[src/rtl/ts_sync_aligner.sv]
// ts_sync_aligner: MPEG-TS sync hunter / packet aligner.
// Hunts for the sync byte in a gapped byte stream, confirms packet periodicity,
// then forwards only whole packets that start with a correct sync byte.
// Ports:
//   CLK, RST        clock, synchronous active-high reset
//   DATA_IN         input TS byte, qualified by DVALID_IN
//   DATA_OUT        forwarded byte (1-cycle latency), qualified by DVALID_OUT
//   PSYNC_OUT       marks the first (sync) byte of each forwarded packet
//   LOCKED          high while in the locked state
//   DROP_CNT        saturating count of packets suppressed while locked
module ts_sync_aligner #(
  parameter int unsigned PKT_LEN    = 188,
  parameter logic [7:0]  SYNC_BYTE  = 8'h47,
  parameter int unsigned LOCK_CNT   = 3,
  parameter int unsigned UNLOCK_CNT = 3
) (
  input  logic        CLK,
  input  logic        RST,
  input  logic [7:0]  DATA_IN,
  input  logic        DVALID_IN,
  output logic [7:0]  DATA_OUT,
  output logic        DVALID_OUT,
  output logic        PSYNC_OUT,
  output logic        LOCKED,
  output logic [15:0] DROP_CNT
);

  localparam logic [7:0] LastIdx    = 8'(PKT_LEN - 1);
  localparam logic [2:0] LockHits   = 3'(LOCK_CNT);
  localparam logic [2:0] UnlockMiss = 3'(UNLOCK_CNT);

  typedef enum logic [1:0] {StHunt, StVerify, StLock} state_e;

  state_e      state_q, state_d;
  logic [7:0]  byte_cnt_q, byte_cnt_d;
  logic [2:0]  hit_q, hit_d;
  logic [2:0]  miss_q, miss_d;
  logic        fwd_q, fwd_d;
  logic [7:0]  data_q, data_d;
  logic        dvalid_q, dvalid_d;
  logic        psync_q, psync_d;
  logic [15:0] drop_q, drop_d;

  logic       boundary;
  logic       is_sync;
  logic [7:0] cnt_inc;

  assign boundary = (byte_cnt_q == 8'd0);
  assign is_sync  = (DATA_IN == SYNC_BYTE);
  assign cnt_inc  = (byte_cnt_q == LastIdx) ? 8'd0 : byte_cnt_q + 8'd1;

  always_comb begin
    state_d    = state_q;
    byte_cnt_d = byte_cnt_q;
    hit_d      = hit_q;
    miss_d     = miss_q;
    fwd_d      = fwd_q;
    data_d     = data_q;
    drop_d     = drop_q;
    dvalid_d   = 1'b0;
    psync_d    = 1'b0;

    if (DVALID_IN) begin
      unique case (state_q)
        StHunt: begin
          if (is_sync) begin
            hit_d      = 3'd1;
            byte_cnt_d = 8'd1;
            state_d    = StVerify;
          end
        end

        StVerify: begin
          if (boundary && !is_sync) begin
            // The failing byte is consumed here, not retried as a new candidate.
            hit_d      = 3'd0;
            byte_cnt_d = 8'd0;
            state_d    = StHunt;
          end else begin
            byte_cnt_d = cnt_inc;
            if (boundary) begin
              hit_d = hit_q + 3'd1;
              if (hit_q + 3'd1 == LockHits) begin
                // The packet that completes the lock is forwarded in full.
                state_d  = StLock;
                miss_d   = 3'd0;
                fwd_d    = 1'b1;
                dvalid_d = 1'b1;
                psync_d  = 1'b1;
                data_d   = DATA_IN;
              end
            end
          end
        end

        StLock: begin
          byte_cnt_d = cnt_inc;
          if (boundary) begin
            if (is_sync) begin
              miss_d   = 3'd0;
              fwd_d    = 1'b1;
              dvalid_d = 1'b1;
              psync_d  = 1'b1;
              data_d   = DATA_IN;
            end else begin
              fwd_d  = 1'b0;
              drop_d = (drop_q == 16'hFFFF) ? drop_q : drop_q + 16'd1;
              miss_d = miss_q + 3'd1;
              if (miss_q + 3'd1 == UnlockMiss) begin
                state_d    = StHunt;
                hit_d      = 3'd0;
                miss_d     = 3'd0;
                byte_cnt_d = 8'd0;
              end
            end
          end else if (fwd_q) begin
            dvalid_d = 1'b1;
            data_d   = DATA_IN;
          end
        end

        default: begin
          state_d    = StHunt;
          byte_cnt_d = 8'd0;
          hit_d      = 3'd0;
          miss_d     = 3'd0;
          fwd_d      = 1'b0;
        end
      endcase
    end
  end

  always_ff @(posedge CLK) begin
    if (RST) begin
      state_q    <= StHunt;
      byte_cnt_q <= 8'd0;
      hit_q      <= 3'd0;
      miss_q     <= 3'd0;
      fwd_q      <= 1'b0;
      data_q     <= 8'd0;
      dvalid_q   <= 1'b0;
      psync_q    <= 1'b0;
      drop_q     <= 16'd0;
    end else begin
      state_q    <= state_d;
      byte_cnt_q <= byte_cnt_d;
      hit_q      <= hit_d;
      miss_q     <= miss_d;
      fwd_q      <= fwd_d;
      data_q     <= data_d;
      dvalid_q   <= dvalid_d;
      psync_q    <= psync_d;
      drop_q     <= drop_d;
    end
  end

  assign DATA_OUT   = data_q;
  assign DVALID_OUT = dvalid_q;
  assign PSYNC_OUT  = psync_q;
  assign LOCKED     = (state_q == StLock);
  assign DROP_CNT   = drop_q;

endmodule

[config.mk]
export PLATFORM = sky130hd
export DESIGN_NAME = ts_sync_aligner
export DESIGN_NICKNAME = d
export VERILOG_FILES = /design/src/rtl/ts_sync_aligner.sv
export SDC_FILE = /design/constraint.sdc
export NUM_CORES = 1
export LEC_CHECK = 0
export CORE_MARGIN = 4
export CORE_UTILIZATION = 50
export CTS_BUF_LIST = sky130_fd_sc_hd__clkbuf_4
export DETAILED_ROUTE_END_ITERATION = 6
export GPL_ROUTABILITY_DRIVEN = 0
export HOLD_SLACK_MARGIN = 0.12
export PLACE_DENSITY = 0.78
export SETUP_SLACK_MARGIN = 0.5
export SLEW_MARGIN = 40
export SYNTH_ARGS = -nofsm -noshare
export SYNTH_HDL_FRONTEND = slang
export SYNTH_SLANG_ARGS = --single-unit
[constraint.sdc]
create_clock -name CLK -period 2.1 [get_ports CLK]
set_input_delay 0.525 -clock CLK [delete_from_list [all_inputs] [get_ports CLK]]
set_output_delay 0.525 -clock CLK [all_outputs]
set_load 0.02 [all_outputs]
# Word-level counts from Yosys, hierarchy flattened
# Cells that the tools add are included.
# word_totals
in_bits,11
reg_bits,43
output_inout_bits,27
# classes
mux,50
n_reduce_logical,12
eq_ne,18
bitwise,4
addsub,4
# op_table
cell,n
$mux W8,12
$mux W3,12
$pmux W8 S3,1
$pmux W3 S3,2
$add A16 B1 Y16 const B,1
$eq A16 B16 Y1 const B,1
$pmux W8 S2,1
$mux W2,7
$reduce_and A7 Y1,2
$reduce_and A6 Y1,2
$mux W1,11
$ne A2 B2 Y1 const B,5
$add A8 B1 Y8 const B,1
$eq A8 B7 Y1 const B,1
$eq A8 B8 Y1 const B,1
$logic_not A8 Y1,1
$add A3 B1 Y3 const B,2
$eq A3 B2 Y1 const B,2
$ne A3 B3 Y1 const B,2
$pmux W2 S3,1
$reduce_and A5 Y1,1
$ne A2 B1 Y1 const B,2
$not A1 Y1,4
$pmux W1 S2,2
other kinds (11),11

# Logic depth before layout (Yosys ltp)
# logic_depth
word_depth,6
depth_mapped,8
mapped_depth_nobuf,7

# Least setup slack after synthesis
# Ideal clock, no wire load.
# synth_path
path_kind,register to register
startpoint,register state_q[0]
endpoint,register miss_q[2]
t_required_ns,1.983
synth_period_minus_slack_ns,2.253
path_stages_with_launch,7
arrival_time_ns,2.136
setup_ns,0.117
path_slack_ns,-0.153
cell_sequence,dfxtp_1 inv_1 ha_1 or4b_2 o22ai_1 o21ai_0 a32o_1
# synth_via
elab_chain_cells,3
# synth_lines
item,line,rtl
from (decl),34,"state_e state_q, state_d;"
from (signal assigned),135,state_q <= StHunt;
from (signal assigned),145,state_q <= state_d;
$eq A2 B1 Y1 (tied with other cells),64,unique case (state_q)
$ne A2 B2 Y1 (no line) (tied with other cells),--,
$reduce_and A6 Y1 (no line),--,
to (signal assigned),148,miss_q <= miss_d;
to (decl),37,"logic [2:0] miss_q, miss_d;"
# Parallel ways exist; a longest one is shown, timed or not.
# A chain may end at the register's enable or synchronous reset.

# Final worst setup path
# layout_path
startpoint,register byte_cnt_q[1]
endpoint,register hit_q[1]
# layout_via
elab_chain_cells,4
# layout_lines
item,line,rtl
from (decl),35,"logic [7:0] byte_cnt_q, byte_cnt_d;"
from (signal assigned),146,byte_cnt_q <= byte_cnt_d;
$logic_not A8 Y1 *,48,assign boundary = (byte_cnt_q == 8'd0);
$logic_and A1 B1 Y1,74,if (boundary && !is_sync) begin
$ne A3 B3 Y1 (no line) / $mux W3 (equally long branches),--,
$reduce_and A6 Y1 (no line) / $pmux W3 S3 (equally long branches),--,
to (signal assigned),147,hit_q <= hit_d;
to (decl),36,"logic [2:0] hit_q, hit_d;"
# Mark *: on every way between the ends. The rest lies on a longest branch, timed or not.

==> results.py <==
metrics = {
    "sta": {
        "rsz0062_at_grt": "yes",
        "period_needed_ns": 2.156,
        "worst_slack_ns": -0.05565,
        "finalHoldViolations": 0,
        "max_freq_mhz": 463.9,
        "slew_violations": 0,
        "tns_ns": -0.09822,
        "fin_worst_skew_ns": 0.01343,
        "maxSlewHeadroom_pct": 72.00,
        "worstMarginPinSlew_ns": 0.4156,
        "setup_viol": 3,
        "holdWs_ns": 0.4837,
        "finalCritPeriodShare_pct": 102.6,
    },
    "run_status": {
        "violations": "negative setup slack",
        "outcome": "complete, but fails checks",
    },
    "logic_synthesis": {
        "synth_nets": 304,
        "ys_async_sr_fraction_pct": 0,
        "ys_ff_latch": 43,
        "synth_cells": 281,
        "synth_top_area_cell": "dfxtp_1",
        "synth_edf_count": 0,
        "syn_area_sq_um": 2451,
        "yosysMostFrequentCell": "dfxtp_1",
        "synth_area_leaders": "dfxtp_1 35%, ha_1 6.1%, mux2i_1 4.9%",
        "yosys_warnings": 0,
        "synthDistinctLibCells": 57,
        "seq_area_frac_synth_pct": 35.12,
        "synthFlopType": "dfxtp_1",
        "syn_area_per_cell_sq_um": 8.723,
        "synth_top_area_share_pct": 35.12,
        "synth_common_cells": "43 x dfxtp_1, 30 x nor2_1, 23 x a21oi_1",
    },
    "route": {
        "drt_wl_total_um": 9290,
        "drt_iter0_drc": 263,
        "via_per_inst": 6.208,
        "vias": 2837,
        "first_pass_iters": 5,
        "drc": 0,
        "wl_per_cell_um": 20.33,
        "ant_nets": 0,
    },
    "cts": {
        "cts-hold-fix-buffers": 0,
        "clk_latency_ns": 0.37,
        "clockBufferDepth": 2,
        "cts_made_buffers": 5,
        "cts-root-buf": "clkbuf_4",
        "cts_tree": "done",
        "clkSlewWorstSetupHoldPaths_ns": 0.13,
        "htree_num_levels": 2,
        "cts.sinks": 43,
    },
    "place": {
        "dp_hpwl_um": 4828,
        "placed_cell_area_sq_um": 3253,
        "port_buffers": 37,
        "place_inst": 425,
    },
    "final_layout": {
        "n_fill_cell": 249,
        "register_area_sq_um": 898.4,
        "multi_input_comb_area_sq_um": 1897,
        "fin_area_sq_um": 3954,
        "final_layout_size_suffix_gt1_share_pct": 50.00,
        "antenna_cells": 0,
        "area_growth_pct": 61.31,
        "layout.cells.non_filler": 457,
        "finalNetCount": 412,
    },
    "floorplanning": {
        "io_pins": 38,
        "die_w_um": 78.02,
        "dieArea_sq_um": 6086,
        "num_rows": 25,
        "dieHeight_um": 78.02,
        "initial_core_util_pct": 51.89,
        "core_area_sq_um": 4723,
    },
    "power_and_ir_drop": {
        "power_density_nw_per_um2": 339.4,
        "ir_worst_vdd_v": 0.0003084,
        "p_leak_nw": 1.605,
    },
    "worst_setup_path": {
        "arrival_ns": 2.45,
        "start_kind": "register",
        "cp_data_required_time_ns": 2.40,
        "path_class": "reg2reg",
        "crit_path_top_delay_cell": "or4b_4",
        "path_buf_inv": 2,
        "worst_path_largest_cell_delay_ns": 0.51,
        "crit_chain": "inv_2, ha_4, or4b_4, buf_6, nor2_4, a21boi_2, or4_1, a21oi_1",
        "crit_fanout": 3,
        "crit_family": "simple AND/OR/NAND/NOR gates",
        "endpoint_kind": "register",
    },
    "grt": {
        "grt_pass1_wl_um": 12880,
        "grt-ovfl-total": 0,
        "grt_pass1_vias": 2753,
        "grt_antenna_before_repair": 0,
        "grt_use_total_pct": 26.18,
        "grt_max_degree": 24,
    },
    "flow_run": {
        "cap_violations": 0,
    },
    "hold_path": {
        "hp-class": "in2reg",
    },
}
sequential cells by signal (all words and copies together), names as in the netlist:
register / flops
DROP_CNT: 16
DATA_OUT: 8
byte_cnt_q: 8
hit_q: 3
miss_q: 3
state_q: 2
DVALID_OUT: 1
PSYNC_OUT: 1
fwd_q: 1
layer usage:
metal  routed length (um)  up-vias  GRT usage, %  share of wire, %
li1                     -     1264             -                 -
met1                 3598     1371         31.43                39
met2                 4694      156         47.26                51
met3                  573       46         4.358               6.2
met4                  424        0         8.566               4.6
met5                    0        -             0                 0
final timing paths:
kind                                    from                  endpoint  slack [ns]  cells after the start
setup / recovery  byte_cnt_q[1]$_SDFFE_PP0P_     hit_q[1]$_SDFFE_PP0P_       -0.06                      8
hold / removal                    DATA_IN[7]  DATA_OUT[7]$_SDFFE_PP0P_        0.48                      4
setup reg to reg  byte_cnt_q[1]$_SDFFE_PP0P_     hit_q[1]$_SDFFE_PP0P_       -0.06                      8
hold reg to reg     DROP_CNT[1]$_SDFFE_PP0P_  DROP_CNT[1]$_SDFFE_PP0P_        0.49                      2
cell type report:
| class | count | area share (%) |
|---|---|---|
| multi-input combinational | 218 | 47.97 |
| clock inverter | 2 | 0.3165 |
| timing repair buffer | 108 | 24.37 |
| clock buffer | 6 | 1.139 |
| sequential | 43 | 22.72 |
| tap | 67 | 2.120 |
| inverter | 13 | 1.361 |
repair_timing:
item | in CTS | in global routing
setup buffers | 17 | 7
resized for setup | 184 | 63
cloned | 0 | 0
pin swaps | 49 | 25
setup endpoints to repair | 70 | 63
worst register-to-register path, delay by kind of cell (launching register included):
family | cells | cell delay [ns]
compound gates | 2 | 0.25
buf+inv | 2 | 0.22
simple gates | 3 | 1.13
flops | 1 | 0.35
fa+ha+maj | 1 | 0.13
cells by family (layout without fill, tap and decap cells):
kind of cell             Yosys count  after routing  synth area share (%)
AND/OR/NAND/NOR                  116            116                 28.08
AO/OA/AOI/OAI                     67             67                 18.48
flip-flops                        43             43                 35.12
buffers and inverters             20            129                 3.369
adder cells (fa/ha/maj)           12             12                 6.125
multiplexers                      12             12                 4.901
XOR/XNOR                          11             11                 3.930
cells in the final DEF, fill, tap and decap left out, types with 6 or more instances in the layout:
cell / count
nor2_1: 26
buf_6: 25
clkdlybuf4s15_2: 12
mux2i_1: 12
a21oi_1: 16
and3_1: 7
inv_1: 8
buf_2: 7
clkbuf_4: 6
buf_4: 48
nand2_1: 17
ha_1: 6
dfxtp_2: 15
o21ai_1: 7
clkdlybuf4s15_1: 6
dfxtp_1: 23
per-stage QoR:
step / utilization [%] / power [W] / setup slack, ns
finish: 83.71 / 0.001342 / -0.05565
global placement: 68.87 / 0.0009164 / -0.5227
floorplan: - / 0.0008660 / -0.07418
detailed placement: 68.87 / 0.0009185 / -0.6051
global route: 83.71 / 0.001390 / -0.09144
CTS: 79.13 / 0.001336 / 0.02588
where the power goes:
part           internal (W)  switching, W
clock              0.000142      0.000283
sequential         0.000809   0.000000520
combinational     0.0000516     0.0000555
(Power assumes the default switching activity.)
